[config.mk]
export PLATFORM = sky130hd
export DESIGN_NAME = pwm_multi
export DESIGN_NICKNAME = d
export VERILOG_FILES = /design/src/rtl/pwm_multi.sv
export SDC_FILE = /design/constraint.sdc
export NUM_CORES = 1
export LEC_CHECK = 0
export BUFFER_PORTS_ARGS = -buffer_cell sky130_fd_sc_hd__buf_4
export CAP_MARGIN = 20
export CORE_UTILIZATION = 55
export DETAILED_ROUTE_END_ITERATION = 8
export PLACE_DENSITY = 0.89
export SLEW_MARGIN = 10
export SYNTH_ARGS = -nofsm -noshare
export SYNTH_HDL_FRONTEND = slang
export SYNTH_SLANG_ARGS = --single-unit
[constraint.sdc]
create_clock -name clk -period 4.21 [get_ports clk]
set_input_delay 0.6315 -clock clk [delete_from_list [all_inputs] [get_ports clk]]
set_output_delay 0.6315 -clock clk [all_outputs]
set_load 0.005 [all_outputs]
[src/rtl/pwm_multi.sv]
// Multi-channel PWM generator: shared prescaler, double-buffered per-channel period/duty/polarity.
// Latency: pwm_out and period_end update one clk after the prescaler tick that produced them.
// Backpressure: cfg_ready is low only while reset is high; writes to absent channels are dropped.
// Optional feature: define MAWG_PWM_CENTER_EN for center-aligned (triangle) counting.
module pwm_multi #(
  parameter int NUM_CH    = 4,
  parameter int PRESCALE  = 1024,
  parameter int LEN_WIDTH = 11,
  parameter int PRE_WIDTH = $clog2(PRESCALE + 1),
  parameter int CH_WIDTH  = (NUM_CH > 1) ? $clog2(NUM_CH) : 1
) (
  input  logic                          clk,
  input  logic                          reset,
  input  logic                          cfg_valid,
  output logic                          cfg_ready,
  input  logic [CH_WIDTH-1:0]           cfg_ch,
  input  logic [LEN_WIDTH-1:0]          cfg_period,
  input  logic [LEN_WIDTH-1:0]          cfg_duty,
  input  logic                          cfg_active_high,
  input  logic                          cfg_center,
  input  logic                          sync,
  input  logic [NUM_CH-1:0]             enable,
  output logic [NUM_CH-1:0]             pending,
  output logic [NUM_CH*LEN_WIDTH-1:0]   period_out,
  output logic [NUM_CH*LEN_WIDTH-1:0]   duty_out,
  output logic [NUM_CH-1:0]             period_end,
  output logic [NUM_CH-1:0]             pwm_out
);

  localparam logic [LEN_WIDTH-1:0] ONE = LEN_WIDTH'(1);
  localparam logic [LEN_WIDTH-1:0] TWO = LEN_WIDTH'(2);
  localparam logic [PRE_WIDTH-1:0] PRE_LAST = PRE_WIDTH'(PRESCALE - 1);

  logic [PRE_WIDTH-1:0] pre_q, pre_d;
  logic                 tick;
  logic                 ctr_wdat;

  assign cfg_ready = !reset;

  // Center mode is only honoured when the feature is built in; otherwise the
  // written center bit is forced to 0 so every channel stays edge-aligned.
`ifdef MAWG_PWM_CENTER_EN
  assign ctr_wdat = cfg_center;
`else
  logic unused_cfg_center;
  assign unused_cfg_center = cfg_center;
  assign ctr_wdat = 1'b0;
`endif

  // Prescaler next value: restart on sync, otherwise count 0..PRESCALE-1 and wrap.
  always_comb begin
    pre_d = pre_q + PRE_WIDTH'(1);
    if (sync || (pre_q >= PRE_LAST)) pre_d = '0;
  end

  // Prescaler register.
  always_ff @(posedge clk) begin
    if (reset) pre_q <= '0;
    else       pre_q <= pre_d;
  end

  // sync wins over tick so the cycle after sync is the first aligned tick.
  assign tick = (pre_q == '0) && !sync;

  for (genvar g = 0; g < NUM_CH; g++) begin : g_ch
    logic [LEN_WIDTH-1:0] cnt_q, cnt_d, cnt_nxt;
    logic [LEN_WIDTH-1:0] per_q, per_d, duty_q, duty_d;
    logic [LEN_WIDTH-1:0] sh_per_q, sh_per_d, sh_duty_q, sh_duty_d;
    logic                 ah_q, ah_d, sh_ah_q, sh_ah_d;
    logic                 ctr_q, ctr_d, sh_ctr_q, sh_ctr_d;
    logic                 dir_q, dir_d, dir_nxt;  // 0 = counting up, 1 = counting down
    logic                 pend_q, pend_d, pwm_q, pwm_d, pe_q, pe_d;
    logic                 wr, per_zero, run, wrap, apply;

    assign wr       = cfg_valid && cfg_ready && (cfg_ch == CH_WIDTH'(g));
    assign per_zero = (per_q == '0);
    assign run      = tick && enable[g] && !per_zero;
    // A pending config lands at the boundary, or at once when the channel is idle/restarting.
    assign apply    = sync || !enable[g] || per_zero || (run && wrap);

    // Counter step: sawtooth 0..P-1, or triangle 0..P-1..1 in center mode; wrap marks the boundary.
    always_comb begin
      cnt_nxt = cnt_q + ONE;
      dir_nxt = 1'b0;
      wrap    = (cnt_q >= per_q - ONE);
      if (wrap) cnt_nxt = '0;
      if (ctr_q) begin
        if (per_q == ONE) begin
          cnt_nxt = '0;
          wrap    = 1'b1;
          dir_nxt = 1'b0;
        end else if (!dir_q) begin
          if (cnt_q >= per_q - ONE) begin
            cnt_nxt = per_q - TWO;
            wrap    = (per_q == TWO);
            dir_nxt = (per_q != TWO);
          end else begin
            cnt_nxt = cnt_q + ONE;
            wrap    = 1'b0;
            dir_nxt = 1'b0;
          end
        end else begin
          if (cnt_q <= ONE) begin
            cnt_nxt = '0;
            wrap    = 1'b1;
            dir_nxt = 1'b0;
          end else begin
            cnt_nxt = cnt_q - ONE;
            wrap    = 1'b0;
            dir_nxt = 1'b1;
          end
        end
      end
    end

    // Shadow/active config, pending flag, counter and output next state.
    always_comb begin
      sh_per_d  = sh_per_q;
      sh_duty_d = sh_duty_q;
      sh_ah_d   = sh_ah_q;
      sh_ctr_d  = sh_ctr_q;
      if (wr) begin
        sh_per_d  = cfg_period;
        sh_duty_d = cfg_duty;
        sh_ah_d   = cfg_active_high;
        sh_ctr_d  = ctr_wdat;
      end
      per_d  = per_q;
      duty_d = duty_q;
      ah_d   = ah_q;
      ctr_d  = ctr_q;
      pend_d = pend_q;
      if (apply) begin
        per_d  = sh_per_d;
        duty_d = sh_duty_d;
        ah_d   = sh_ah_d;
        ctr_d  = sh_ctr_d;
        pend_d = 1'b0;
      end else if (wr) begin
        pend_d = 1'b1;
      end
      pwm_d = pwm_q;
      pe_d  = 1'b0;
      cnt_d = cnt_q;
      dir_d = dir_q;
      if (!enable[g] || per_zero) begin
        // Idle level follows the polarity that will be active after this edge.
        pwm_d = !ah_d;
        cnt_d = '0;
        dir_d = 1'b0;
      end else if (sync) begin
        cnt_d = '0;
        dir_d = 1'b0;
      end else if (run) begin
        pwm_d = (cnt_q < duty_q) ? ah_q : !ah_q;
        pe_d  = wrap;
        cnt_d = cnt_nxt;
        dir_d = dir_nxt;
      end
    end

    // Per-channel state registers.
    always_ff @(posedge clk) begin
      if (reset) begin
        cnt_q     <= '0;
        per_q     <= '0;
        duty_q    <= '0;
        sh_per_q  <= '0;
        sh_duty_q <= '0;
        ah_q      <= 1'b1;
        sh_ah_q   <= 1'b1;
        ctr_q     <= 1'b0;
        sh_ctr_q  <= 1'b0;
        dir_q     <= 1'b0;
        pend_q    <= 1'b0;
        pwm_q     <= 1'b0;
        pe_q      <= 1'b0;
      end else begin
        cnt_q     <= cnt_d;
        per_q     <= per_d;
        duty_q    <= duty_d;
        sh_per_q  <= sh_per_d;
        sh_duty_q <= sh_duty_d;
        ah_q      <= ah_d;
        sh_ah_q   <= sh_ah_d;
        ctr_q     <= ctr_d;
        sh_ctr_q  <= sh_ctr_d;
        dir_q     <= dir_d;
        pend_q    <= pend_d;
        pwm_q     <= pwm_d;
        pe_q      <= pe_d;
      end
    end

    assign pending[g]                             = pend_q;
    assign period_end[g]                          = pe_q;
    assign pwm_out[g]                             = pwm_q;
    assign period_out[g*LEN_WIDTH +: LEN_WIDTH]   = per_q;
    assign duty_out[g*LEN_WIDTH +: LEN_WIDTH]     = duty_q;
  end

endmodule

# Word-level counts from Yosys, hierarchy flattened
# Index checks and enable logic that the tools add are counted.
totals:
  regBits: 263
  out_inout_bits: 101
  wordCells: 286
op_classes:
  n_lt_le_gt_ge: 13
  n_reduce_logical: 80
  n_bitwise: 4
  eq_ne: 19
  n_addsub: 17
  muxes: 100
op_table:
  columns: ["op", "n"]
  rows:
  - ["$mux W11", 32]
  - ["$sub A11 B1 Y11 const B", 8]
  - ["$mux W1", 68]
  - ["$add A11 B1 Y11 const B", 5]
  - ["$logic_not A11 Y1", 5]
  - ["$eq A11 B1 Y1 const B", 4]
  - ["$eq A11 B2 Y1 const B", 4]
  - ["$ge A11 B11 Y1", 4]
  - ["$le A11 B1 Y1 const B", 4]
  - ["$lt A11 B11 Y1", 4]
  - ["$ne A11 B2 Y1 const B", 4]
  - ["$sub A11 B2 Y11 const B", 4]
  - ["$logic_and A1 B1 Y1", 18]
  - ["$logic_not A1 Y1", 18]
  - ["$logic_or A1 B1 Y1", 17]
  - ["$reduce_or A4 Y1", 4]
  - ["$reduce_or A3 Y1", 4]
  - ["$ge A11 B10 Y1 const B", 1]
  - ["$reduce_or A2 Y1", 5]
  - ["$ne A2 B1 Y1 const B", 4]
  - ["$reduce_and A2 Y1", 4]
  - ["$reduce_bool A2 Y1", 4]
  - ["$eq A2 B2 Y1 const B", 2]
  - ["$not A1 Y1", 4]
  - ["2 further kinds", 2]

# Longest topological paths before layout
logic_depth:
  word_depth: 11
  ltp_mapped: 16
  ltp_nobuf: 14

# Least setup slack after synthesis
# OpenSTA, ideal clock, no wires.
synth_path:
  kind: "flip-flop to flip-flop"
  start: "reg g_ch[1].per_q[1]"
  end: "reg g_ch[1].duty_q[4]"
  path_slack_ns: 0.279
  arrival_ns: 3.810
  n_path_buf: 2
  required_time_ns: 4.089
  path_stages_with_launch: 17
  setup_ns: 0.121
  cell_sequence: "dfxtp_1 > inv_1 > ha_1 > or3b_2 > or3_1 > nor2_1 > nand2_1 > xor2_1 > ha_1 > nand2_1 > o21ai_0 > a21oi_2 > o32ai_2 > a211o_1 > buf_6 > buf_12 > mux2_4"
synth_via:
  elab_chain_len: 8
synth_lines:
  columns: ["item", "line", "rtl"]
  rows:
  - ["start: declaration", "67", "logic [LEN_WIDTH-1:0] per_q, per_d, duty_q, duty_d;"]
  - ["start signal: assignment", "180", "per_q <= per_d;"]
  - ["$sub A11 B1 Y11", "85, 93", null]
  - ["$ge A11 B11 Y1", "85, 93", null]
  - ["$mux W1", "93", "if (cnt_q >= per_q - ONE) begin"]
  - ["$mux W1", "92", "end else if (!dir_q) begin"]
  - ["$mux W1", "88", "if (per_q == ONE) begin"]
  - ["$mux W1", "87", "if (ctr_q) begin"]
  - ["$logic_and A1 B1 Y1", "79", "assign apply = sync || !enable[g] || per_zero || (run && wrap);"]
  - ["$logic_or A1 B1 Y1 *", "79", null]
  - ["end signal: assignment", "181", "duty_q <= duty_d;"]
  - ["end: declaration", "67", null]
# Mark *: on every way between the ends. The rest lies on a longest branch, timed or not.
# A chain may end at the register's enable or synchronous reset.

# Worst setup path in the final report
layout_path:
  start: "reg g_ch[2].per_q[1]"
  end: "reg g_ch[2].duty_q[9]"
layout_via:
  elab_chain_len: 8
layout_lines:
  columns: ["item", "line"]
  rows:
  - ["start: declaration", "67"]
  - ["start signal: assignment", "180"]
  - ["$sub A11 B1 Y11", "85, 93"]
  - ["$ge A11 B11 Y1", "85, 93"]
  - ["$mux W1", "93"]
  - ["$mux W1", "92"]
  - ["$mux W1", "88"]
  - ["$mux W1", "87"]
  - ["$logic_and A1 B1 Y1", "79"]
  - ["$logic_or A1 B1 Y1 *", "79"]
  - ["end signal: assignment", "181"]
  - ["end: declaration", "67"]
# Marked as above.

==> metrics.txt <==
fmax 250 MHz; Yosys top cell area share 0.326; Die Height 173 um; clk slew on worst S/H paths 0.06 ns; IO Pins 135; most common cell after layout, fill and taps aside nand2_1; CP cell instances inv_1 -> ha_1 -> nor3b_1 -> nand2_1 -> nor4_1 -> xnor2_1 -> ha_1 -> nand4_1 -> or4_1 -> a211oi_1 -> o21ai_2 -> o21ai_4 -> buf_4 -> mux2_2; detailed placer's ending HPWL 34200 um; pwr/cell area 315 nW/um2; RSZ-0062 raised after global routing no; Post-synth EDFFs 0; Resize count post-CTS 0; Slew HR 0.334; share of cells above drive strength 1 0.160; max incr delay on CP 0.67 ns; Final ANT Viol Nets 0; Top cell by count, worst path ha_1; drc violations 0; Pwr Total 5790 uW; overall routing resource usage 0.309; worst slew pin tran 0.999 ns; Area Overhead vs Synth 14.0%; outcome completed; total grt overflow 0; fillers 2364; LEAKAGE 0.00769 uW; CTS tree done; Async SR Flop Fraction 0; syn avg cell area 8.00 um2; top cells by area, synth dfxtp_1 (33%), ha_1 (8.8%), nand2_1 (7.3%), a21oi_1 (5.3%), xnor2_1 (4.1%); commonest non-fill, non-tap cells in the layout nand2_1 (314), dfxtp_1 (263), buf_4 (174); cell family with most CP delay simple AND/OR/NAND/NOR gates; Site Rows 62; post-synth top area cell dfxtp_1; max-cap viol count 0; Netlist cell types 84; largest net degree at the start of global routing 95; Initial Utilization 0.560; final setup vio count 0; Syn Nets 2163; Die X 173 um; Worst IR Drop VDD 300 uV; HP Class input port to flop; Die ar. 30000 um2; Fin Clk Skew 0.0153 ns; mapped cell area 16100 um2; Setup Fix Bufs, Post-CTS 0; Num CTS Buffers 28; drt first pass iters 6; Synth Instances 2015; minimum clock period 4.01 ns; Wirelength per Cell 19.1 um; antenna violations before repair 2; Port Buffers 133; Final Worst Setup Slack 0.203 ns; Placement Setup Slack 0.194 ns; first-pass GRT wire length 75800 um; final WL 47800 um; CTS HTree Levels 1; Core Footprint 28800 um2; CP max stage cell or4_1; Req. time, crit path 4.64 ns; gpl congestion 0.987; Sink Count 263; clk_lat worst skew 0.56 ns; worst setup path class flop to flop; Yosys warning count 0; Setup TNS 0 ns; final slew viol count 0; synthesized flop and latch total 263; worst-path maximum fanout 12; Initial DRC Count 1697; prevailing post-synth register cell dfxtp_1; vias in the first global route 14401; Final nets 2237; sequential cell area fraction in the yosys report 0.326; Buf+Inv Stages, Crit Path 2; root buffer cell clkbuf_16; vias per cell 6.06; CP endpoint kind flop; cts hold-fix bufs 0; via count 15134; Final Hold Viols 0; Max Buffers Root-to-Sink 3; CP Data Arrival Time 4.44 ns; period utilisation layout 0.952; Setup crit start kind flop
## synthesized netlist by cell type, drive strengths merged, types with 18 or more instances
| cell | number |
|---|---|
| nand2 | 314 |
| dfxtp | 263 |
| a21oi | 174 |
| nor2 | 158 |
| ha | 114 |
| clkbuf | 108 |
| inv | 88 |
| o21ai | 82 |
| xnor2 | 76 |
| mux2 | 73 |
| nand3 | 62 |
| xor2 | 51 |
| nor3 | 47 |
| nor2b | 37 |
| and3 | 29 |
| buf | 25 |
| nor4 | 24 |
| o31ai | 21 |
| a211oi | 18 |
## cells by family (layout without fill, tap and decap cells)
family,count (synthesis),in the layout,synth area share
buffers and inverters,222,317,0.0588
adders and majority gates,114,114,0.0884
DFF,263,263,0.326
muxes,90,90,0.0659
AOI/OAI and AO/OA,434,434,0.171
and+or+nand+nor,764,764,0.220
other,1,3,0.000233
xor gates and xnor gates,127,127,0.0690
## final cells by class
cell class	instances	area, um2	share of cell area
clock buffers	41	841	0.0457
flip-flops and latches	263	5270	0.286
inverters	89	334	0.0182
diodes	2	5.00	0.000272
well taps	384	480	0.0261
clock inverters	10	138	0.00749
repair buffers	177	1370	0.0743
multi-input cells	1530	9950	0.541
## worst register-to-register path, delay by kind of cell, from the launching register on
family / cells / cell delay [ns]
AND/OR/NAND/NOR: 5 / 1.52
AO/OA/AOI/OAI: 3 / 0.65
adder cells (fa/ha/maj): 2 / 0.52
buffers and inverters: 2 / 0.39
multiplexers: 1 / 0.37
flip-flops: 1 / 0.32
XOR/XNOR: 1 / 0.12
## metal layers
metal | vias up | wire length, um | GRT usage
met5 | - | 0 | 0
met4 | 0 | 1920 | 0.135
met3 | 141 | 4050 | 0.0485
met2 | 719 | 22000 | 0.500
met1 | 7143 | 19800 | 0.406
li1 | 7131 | - | -
## through the flow
stage	util	cell area (um2)	hold WS, ns	instances
finish	0.639	18400	0.392	2496
global route	0.639	18400	0.399	2496
global placement	0.604	17400	0.437	2443
detailed placement	0.604	17400	0.443	2443
floorplan	-	16100	0.426	2015
CTS	0.638	18400	0.390	2494
## path summary, 6_finish.rpt
| path | to | cells after the start | from | slack [ns] |
|---|---|---|---|---|
| worst max-delay path | g_ch[2].duty_q[9] | 14 | g_ch[2].per_q[1] | 0.20 |
| worst min-delay path | g_ch[3].sh_per_q[3] | 3 | cfg_period[3] | 0.39 |
| worst max register to register | g_ch[2].duty_q[9] | 14 | g_ch[2].per_q[1] | 0.20 |
| worst min register to register | g_ch[2].sh_per_q[3] | 2 | g_ch[2].sh_per_q[3] | 0.46 |
## state kept, by name, indices dropped and copies added (netlist names), named ones only
name,count
g_ch.sh_per_q,44
g_ch.pe_q,4
pre_q,11
g_ch.pwm_q,4
g_ch.sh_duty_q,44
g_ch.sh_ah_q,4
g_ch.ctr_q,4
g_ch.duty_q,44
g_ch.per_q,44
g_ch.cnt_q,44
g_ch.sh_ctr_q,4
g_ch.pend_q,4
g_ch.dir_q,4
## power breakdown
| part | total [uW] | switching, uW | leakage (uW) | internal, uW |
|---|---|---|---|---|
| Sequential | 2570 | 36.8 | 0.00213 | 2530 |
| Combinational | 605 | 360 | 0.00510 | 245 |
| Clock | 2610 | 1050 | 0.000465 | 1560 |
| Total | 5790 | 1450 | 0.00769 | 4340 |
No activity file was read; power rests on OpenSTA's default activity.
